### src/rtl/hid_pad_pkg.sv
// Shared constants and helpers for the HID gamepad report decoder:
// button bit positions for both console maps, axis thresholds, frame FSM states.
package hid_pad_pkg;

  localparam int VEC_W  = 12;
  localparam int BCNT_W = 4;

  localparam logic [1:0] AXIS_LO = 2'b00;
  localparam logic [1:0] AXIS_HI = 2'b11;

  // SNES vector positions
  localparam int BIT_B     = 0;
  localparam int BIT_Y     = 1;
  localparam int BIT_SEL   = 2;
  localparam int BIT_STA   = 3;
  localparam int BIT_UP    = 4;
  localparam int BIT_DOWN  = 5;
  localparam int BIT_LEFT  = 6;
  localparam int BIT_RIGHT = 7;
  localparam int BIT_A     = 8;
  localparam int BIT_X     = 9;
  localparam int BIT_L     = 10;
  localparam int BIT_R     = 11;

  // NES vector positions; bits 11:8 stay zero
  localparam int NES_A     = 0;
  localparam int NES_B     = 1;
  localparam int NES_SEL   = 2;
  localparam int NES_STA   = 3;
  localparam int NES_RIGHT = 4;
  localparam int NES_LEFT  = 5;
  localparam int NES_DOWN  = 6;
  localparam int NES_UP    = 7;

  typedef enum logic {
    ST_IDLE = 1'b0,
    ST_RECV = 1'b1
  } frame_state_e;

  typedef struct packed {
    logic up;
    logic down;
    logic left;
    logic right;
    logic a;
    logic b;
    logic x;
    logic y;
    logic l;
    logic r;
    logic sel;
    logic sta;
  } pad_fields_t;

  function automatic logic [VEC_W-1:0] pack_vec(input pad_fields_t f, input logic snes);
    logic [VEC_W-1:0] v;
    v = '0;
    if (snes) begin
      v[BIT_B]     = f.b;
      v[BIT_Y]     = f.y;
      v[BIT_SEL]   = f.sel;
      v[BIT_STA]   = f.sta;
      v[BIT_UP]    = f.up;
      v[BIT_DOWN]  = f.down;
      v[BIT_LEFT]  = f.left;
      v[BIT_RIGHT] = f.right;
      v[BIT_A]     = f.a;
      v[BIT_X]     = f.x;
      v[BIT_L]     = f.l;
      v[BIT_R]     = f.r;
    end else begin
      v[NES_A]     = f.a;
      v[NES_B]     = f.b;
      v[NES_SEL]   = f.sel;
      v[NES_STA]   = f.sta;
      v[NES_RIGHT] = f.right;
      v[NES_LEFT]  = f.left;
      v[NES_DOWN]  = f.down;
      v[NES_UP]    = f.up;
    end
    return v;
  endfunction

endpackage

### src/rtl/hid_pad_slot.sv
// One controller slot: held button vector, valid flag and inactivity timer.
// Priority is clear > commit > timeout.
module hid_pad_slot
  import hid_pad_pkg::*;
#(
  parameter int TIMEOUT_CYC = 1200000
) (
  input  logic             clk_i,
  input  logic             rst_i,
  input  logic             commit_i,
  input  logic [VEC_W-1:0] vec_i,
  input  logic             clr_i,
  output logic [VEC_W-1:0] vec_o,
  output logic             ok_o
);

  localparam int TW = $clog2(TIMEOUT_CYC + 1);
  localparam logic [TW-1:0] T_MAX = TW'(TIMEOUT_CYC);
  localparam logic [TW-1:0] T_PRE = TW'(TIMEOUT_CYC - 1);

  logic [TW-1:0]    cnt_q, cnt_d;
  logic [VEC_W-1:0] vec_q, vec_d;
  logic             ok_q, ok_d;
  logic             expire_s;

  // the counter lands on T_MAX in the same cycle the slot clears
  assign expire_s = (cnt_q >= T_PRE);

  always_comb begin
    cnt_d = cnt_q;
    vec_d = vec_q;
    ok_d  = ok_q;
    if (commit_i) begin
      cnt_d = '0;
    end else if (expire_s) begin
      cnt_d = T_MAX;
    end else begin
      cnt_d = cnt_q + 1'b1;
    end
    if (clr_i) begin
      vec_d = '0;
      ok_d  = 1'b0;
    end else if (commit_i) begin
      vec_d = vec_i;
      ok_d  = 1'b1;
    end else if (expire_s) begin
      vec_d = '0;
      ok_d  = 1'b0;
    end else begin
      vec_d = vec_q;
      ok_d  = ok_q;
    end
  end

  always_ff @(posedge clk_i) begin
    if (rst_i) begin
      cnt_q <= '0;
      vec_q <= '0;
      ok_q  <= 1'b0;
    end else begin
      cnt_q <= cnt_d;
      vec_q <= vec_d;
      ok_q  <= ok_d;
    end
  end

  assign vec_o = vec_q;
  assign ok_o  = ok_q;

endmodule

### src/rtl/hid_pad_decoder.sv
// Decodes framed USB HID gamepad reports into held per-pad button vectors,
// with channel routing, short-frame rejection, inactivity timeout and error clearing.
module hid_pad_decoder
  import hid_pad_pkg::*;
#(
  parameter int NUM_PADS    = 2,
  parameter int SNES_MODE   = 0,
  parameter int Y_BYTE      = 3,
  parameter int X_BYTE      = 4,
  parameter int BTN0_BYTE   = 5,
  parameter int BTN1_BYTE   = 6,
  parameter int TIMEOUT_CYC = 1200000,
  localparam int CH_W = (NUM_PADS > 1) ? $clog2(NUM_PADS) : 1
) (
  input  logic                      usbclk,
  input  logic                      usbrst,
  input  logic                      rpt_rdy,
  input  logic                      rpt_stb,
  input  logic [7:0]                rpt_dat,
  input  logic [CH_W-1:0]           rpt_ch,
  input  logic                      conerr,
  output logic [VEC_W*NUM_PADS-1:0] btn,
  output logic [NUM_PADS-1:0]       pad_ok,
  output logic                      frame_stb
);

  localparam int MAX_AB   = (Y_BYTE > X_BYTE) ? Y_BYTE : X_BYTE;
  localparam int MAX_CD   = (BTN0_BYTE > BTN1_BYTE) ? BTN0_BYTE : BTN1_BYTE;
  localparam int MAX_BYTE = (MAX_AB > MAX_CD) ? MAX_AB : MAX_CD;
  localparam logic [BCNT_W-1:0] MAX_CNT = BCNT_W'(MAX_BYTE);
  localparam logic [CH_W:0]     NP_LIM  = (CH_W + 1)'(NUM_PADS);

  frame_state_e      state_q, state_d;
  logic              rdy_q, stb_q, armed_q, frame_stb_q;
  logic [CH_W-1:0]   ch_q, ch_d;
  logic [BCNT_W-1:0] cnt_q, cnt_d;
  pad_fields_t       fld_q, fld_d;
  logic              rdy_rise_s, rdy_fall_s, stb_rise_s, commit_s;
  logic [VEC_W-1:0]  vec_s;

  // armed_q suppresses a bogus rise when rpt_rdy is already high out of reset
  assign rdy_rise_s = rpt_rdy & ~rdy_q & armed_q;
  assign rdy_fall_s = ~rpt_rdy & rdy_q;
  assign stb_rise_s = rpt_stb & ~stb_q;
  assign vec_s      = pack_vec(fld_q, SNES_MODE != 0);

  always_comb begin
    state_d  = state_q;
    ch_d     = ch_q;
    cnt_d    = cnt_q;
    fld_d    = fld_q;
    commit_s = 1'b0;
    if (conerr) begin
      state_d = ST_IDLE;
    end else begin
      case (state_q)
        ST_IDLE: begin
          if (rdy_rise_s) begin
            state_d = ST_RECV;
            ch_d    = rpt_ch;
            cnt_d   = '0;
            fld_d   = '0;
          end else begin
            state_d = ST_IDLE;
          end
        end
        ST_RECV: begin
          if (rdy_fall_s) begin
            state_d  = ST_IDLE;
            commit_s = (cnt_q > MAX_CNT) && ({1'b0, ch_q} < NP_LIM);
          end else if (stb_rise_s && rpt_rdy) begin
            if (cnt_q != 4'hF) begin
              cnt_d = cnt_q + 4'h1;
            end else begin
              cnt_d = cnt_q;
            end
            // each axis byte rewrites both of its bits, so centre releases
            if (cnt_q == BCNT_W'(Y_BYTE)) begin
              fld_d.down = (rpt_dat[7:6] == AXIS_LO);
              fld_d.up   = (rpt_dat[7:6] == AXIS_HI);
            end else if (cnt_q == BCNT_W'(X_BYTE)) begin
              fld_d.left  = (rpt_dat[7:6] == AXIS_LO);
              fld_d.right = (rpt_dat[7:6] == AXIS_HI);
            end else if (cnt_q == BCNT_W'(BTN0_BYTE)) begin
              fld_d.x = rpt_dat[4];
              fld_d.a = rpt_dat[5];
              fld_d.b = rpt_dat[6];
              fld_d.y = rpt_dat[7];
            end else if (cnt_q == BCNT_W'(BTN1_BYTE)) begin
              fld_d.l   = rpt_dat[0];
              fld_d.r   = rpt_dat[1];
              fld_d.sel = rpt_dat[4];
              fld_d.sta = rpt_dat[5];
            end else begin
              fld_d = fld_q;
            end
          end else begin
            state_d = ST_RECV;
          end
        end
        default: state_d = ST_IDLE;
      endcase
    end
  end

  always_ff @(posedge usbclk) begin
    if (usbrst) begin
      state_q     <= ST_IDLE;
      rdy_q       <= 1'b0;
      stb_q       <= 1'b0;
      armed_q     <= 1'b0;
      frame_stb_q <= 1'b0;
      ch_q        <= '0;
      cnt_q       <= '0;
      fld_q       <= '0;
    end else begin
      state_q     <= state_d;
      rdy_q       <= rpt_rdy;
      stb_q       <= rpt_stb;
      armed_q     <= armed_q | ~rpt_rdy;
      frame_stb_q <= commit_s;
      ch_q        <= ch_d;
      cnt_q       <= cnt_d;
      fld_q       <= fld_d;
    end
  end

  for (genvar p = 0; p < NUM_PADS; p++) begin : g_slot
    hid_pad_slot #(.TIMEOUT_CYC(TIMEOUT_CYC)) u_slot (
      .clk_i    (usbclk),
      .rst_i    (usbrst),
      .commit_i (commit_s && (ch_q == CH_W'(p))),
      .vec_i    (vec_s),
      .clr_i    (conerr),
      .vec_o    (btn[VEC_W*p +: VEC_W]),
      .ok_o     (pad_ok[p])
    );
  end

  assign frame_stb = frame_stb_q;

endmodule

### config.mk
export PLATFORM = sky130hd
export DESIGN_NAME = hid_pad_decoder
export DESIGN_NICKNAME = d
export VERILOG_FILES = /design/src/rtl/hid_pad_pkg.sv /design/src/rtl/hid_pad_slot.sv /design/src/rtl/hid_pad_decoder.sv
export SDC_FILE = /design/constraint.sdc
export NUM_CORES = 1
export LEC_CHECK = 0
export CAP_MARGIN = 20
export CELL_PAD_IN_SITES_DETAIL_PLACEMENT = 0
export CELL_PAD_IN_SITES_GLOBAL_PLACEMENT = 2
export CORE_MARGIN = 2
export CORE_UTILIZATION = 31
export DETAILED_ROUTE_END_ITERATION = 7
export PLACE_DENSITY = 0.87
export SKIP_CTS_REPAIR_TIMING = 1
export SLEW_MARGIN = 5
export SYNTH_ARGS = -nofsm -noshare
export SYNTH_HDL_FRONTEND = slang
export SYNTH_SLANG_ARGS = --single-unit
### constraint.sdc
create_clock -name usbclk -period 1.99 [get_ports usbclk]
set_input_delay 0.398 -clock usbclk [delete_from_list [all_inputs] [get_ports usbclk]]
set_output_delay 0.398 -clock usbclk [all_outputs]
set_load 0.01 [all_outputs]
==> summary.txt <==
status: finished clean
final setup vio count: 0
Core Region: 10800 um2
skew final: 0.0131 ns
GRT Resource Usage Total: 13.5%
TritonCTS buffer count: 9
IO buf count: 28
reg2reg end: g_slot[0].u_slot.cnt_q[2]$_SDFF_PP0_
Slew Limit Headroom: 61.9%
main flop type after synthesis: dfxtp_1
Die Wd: 109 um
Final WS setup: 0.109 ns
mapped cell area: 3410 um2
WL/cell: 13.0 um
Power, Total: 2.93 mW
clock root cell: clkbuf_8
grt peak-use layer: met2
post-layout min period: 1.88 ns
Fmax: 532 MHz
Yosys Warn Count: 0
Final Max Tran Viols: 0
Yosys cell types: 52
r2r setup slk: 0.11 ns
worst slew pin tran: 0.567 ns
vias per cell: 4.88
# diodes: 0
WS Path Type: register to register
M1 GR Usage: 17.4%
final hold viol count: 0
max_cap viols: 0
met2 usage: 20.7%
DR pass1 iterations: 4
DR iter-0 viols: 168
Crit. End Element: register
delay-heaviest family, CP: simple AND/OR/NAND/NOR gates
Antenna Nets Post-Route: 0
CTS max path bufs: 2
Layout Utilization: 39.1%
via count: 2767
Die Area: 11900 um2
setup TNS: 0 ns
Die Height: 109 um
cell at the slowest stage of the critical path: dfxtp_1
grt ovf: 0
io pins: 41
met3 Usage GRT: 4.90%
ratio of cells with drive above 1 in the final layout: 14.1%
filler cell count in the final layout: 1099
CTS tree: built
Pwr Density: 693 nW/um2
GP Congestion: 0.792
Crit Reg-Reg Startpoint: cnt_q[0]$_SDFFE_PP0P_
worst path arrival time: 2.17 ns
CP peak stage delay: 0.32 ns
sequential fraction of the synthesis area: 45.8%
fin cells: 567
antenna violations before repair: 0
global-route wire length before repair: 12700 um
WHS Path Cells: 1
H-tree depth: 3
DRC Markers: 0
clk sinks: 78
fin crit share: 94.5%
Crit path required time: 2.28 ns
Clock Pin Slew Worst Setup and Hold Paths: 0.09 ns
Hold Path Origin: g_slot[0].u_slot.cnt_q[0]$_SDFF_PP0_
worst path bufs/invs: 3
fin area: 4220 um2
syn_area_per_cell: 9.32 um2
dpl ws: -0.214 ns
Placed Cells: 551
starting density of the core: 31.6%
EDFF count, synth: 0
post-layout net count: 442
Layout Area Growth over Synthesis: 23.8%
Post-synth ARST share: 0%
dpl hpwl: 5230 um
worst hold margin: 0.443 ns
Post-Route WL: 7360 um
RSZ-0062 raised after global routing: yes
placed inst area: 4010 um2
vias in the first global route: 2717
Worst Path Max Fanout: 12
Hold EP: g_slot[0].u_slot.cnt_q[0]$_SDFF_PP0_
largest net degree at the start of global routing: 15
Startpoint Class: register
clk_lat worst skew: 0.36 ns
crit-path cells: inv_1 > ha_1 > and3b_2 > o21ai_1 > buf_4 > o31ai_4 > nand3b_1 > buf_12 > nor2_1
worst vdd ir: 0.318 mV
# rows: 38
worst hold path class: register to register
#FFs+latches synth: 78
R2R depth: 9
Lkg Pwr: 1.60 nW
Synth Instances: 366
## cells by family (layout without fill, tap and decap cells)
family / Yosys count / in the layout / share of synthesized area (%)
compound gates: 63 / 63 / 14.0
xor+xnor: 38 / 38 / 9.76
fa+ha+maj: 6 / 6 / 2.20
buf+inv: 29 / 83 / 4.70
flops: 78 / 78 / 45.8
mux: 5 / 5 / 1.47
other cells: 1 / 8 / 0.110
simple gates: 146 / 146 / 22.0
## cells in the mapped netlist (all sizes together), types with 2 or more instances
| master | number | area [um2] |
|---|---|---|
| a211o | 3 | 26.3 |
| a21o | 4 | 30.0 |
| a21oi | 17 | 85.1 |
| a22o | 16 | 140 |
| a31oi | 2 | 12.5 |
| a32oi | 5 | 51.3 |
| and2 | 2 | 12.5 |
| and3 | 9 | 57.6 |
| and3b | 2 | 17.5 |
| buf | 14 | 104 |
| clkbuf | 6 | 22.5 |
| dfxtp | 78 | 1560 |
| ha | 6 | 75.1 |
| inv | 9 | 33.8 |
| mux2i | 5 | 50.1 |
| nand2 | 16 | 60.1 |
| nand2b | 2 | 12.5 |
| nand3 | 18 | 90.1 |
| nand3b | 4 | 30.0 |
| nand4 | 10 | 62.6 |
| nand4b | 2 | 17.5 |
| nor2 | 54 | 203 |
| nor2b | 3 | 18.8 |
| nor3 | 9 | 45.0 |
| nor3b | 3 | 22.5 |
| nor4 | 6 | 50.0 |
| o21ai | 5 | 28.8 |
| or4 | 3 | 26.3 |
| xnor2 | 13 | 114 |
| xor2 | 25 | 219 |
## power by group
group	switching (mW)	internal (mW)	leakage (nW)	total, mW
clock network	0.620	0.588	0.0895	1.21
logic	0.0710	0.0602	0.881	0.131
registers	0.0128	1.57	0.630	1.59
total	0.704	2.22	1.60	2.93
## metal layers
layer / vias up / share of wire [%]
met5: - / 0
met4: 0 / 1.5
met3: 11 / 4.5
met2: 45 / 44
met1: 1315 / 50
li1: 1396 / -
## area by class of cell
type	instances	area, um2	share of cell area, %
tap	140	175	4.15
clock buffer	10	128	3.02
timing repair buffer	58	518	12.3
clock inverter	6	70.1	1.66
inverter	9	33.8	0.800
sequential	78	1560	37.0
multi-input combinational	266	1740	41.1
## sequential cells by signal (all words and copies together) (netlist names)
signal / flops
state_q: 1
rdy_q: 1
g_slot.u_slot.cnt_q: 42
g_slot.u_slot.vec_o: 16
stb_q: 1
ch_q: 1
frame_stb: 1
armed_q: 1
cnt_q: 4
fld_q: 8
g_slot.u_slot.ok_o: 2
## how the worst max path moves through the flow
stage | start | endpoint | slack [ns] | cells after the start
floorplan | cnt_q[0]$_SDFFE_PP0P_ | g_slot[1].u_slot.cnt_q[12]$_SDFF_PP0_ | 0.03 | 8
global placement | rpt_rdy | g_slot[1].u_slot.cnt_q[16]$_SDFF_PP0_ | -0.17 | 6
detailed placement | rpt_rdy | g_slot[0].u_slot.vec_o[5]$_SDFFE_PP0P_ | -0.21 | 5
CTS | cnt_q[0]$_SDFFE_PP0P_ | g_slot[0].u_slot.vec_o[4]$_SDFFE_PP0P_ | -0.009 | 6
global route | cnt_q[0]$_SDFFE_PP0P_ | g_slot[0].u_slot.cnt_q[19]$_SDFF_PP0_ | -0.03 | 9
finish | cnt_q[0]$_SDFFE_PP0P_ | g_slot[0].u_slot.cnt_q[2]$_SDFF_PP0_ | 0.11 | 9
## placed cells by master, fill, tap and decap left out, drive strengths merged, types with 8 or more instances in the layout
cell / Yosys / routed
a21oi: 17 / 17
a22o: 16 / 16
and3: 9 / 9
buf: 14 / 30
clkbuf: 6 / 10
clkdlybuf4s50: 0 / 28
conb: 1 / 8
dfxtp: 78 / 78
inv: 9 / 11
nand2: 16 / 16
nand3: 18 / 18
nand4: 10 / 10
nor2: 54 / 54
nor3: 9 / 9
xnor2: 13 / 13
xor2: 25 / 25
(Power assumes the default switching activity.)
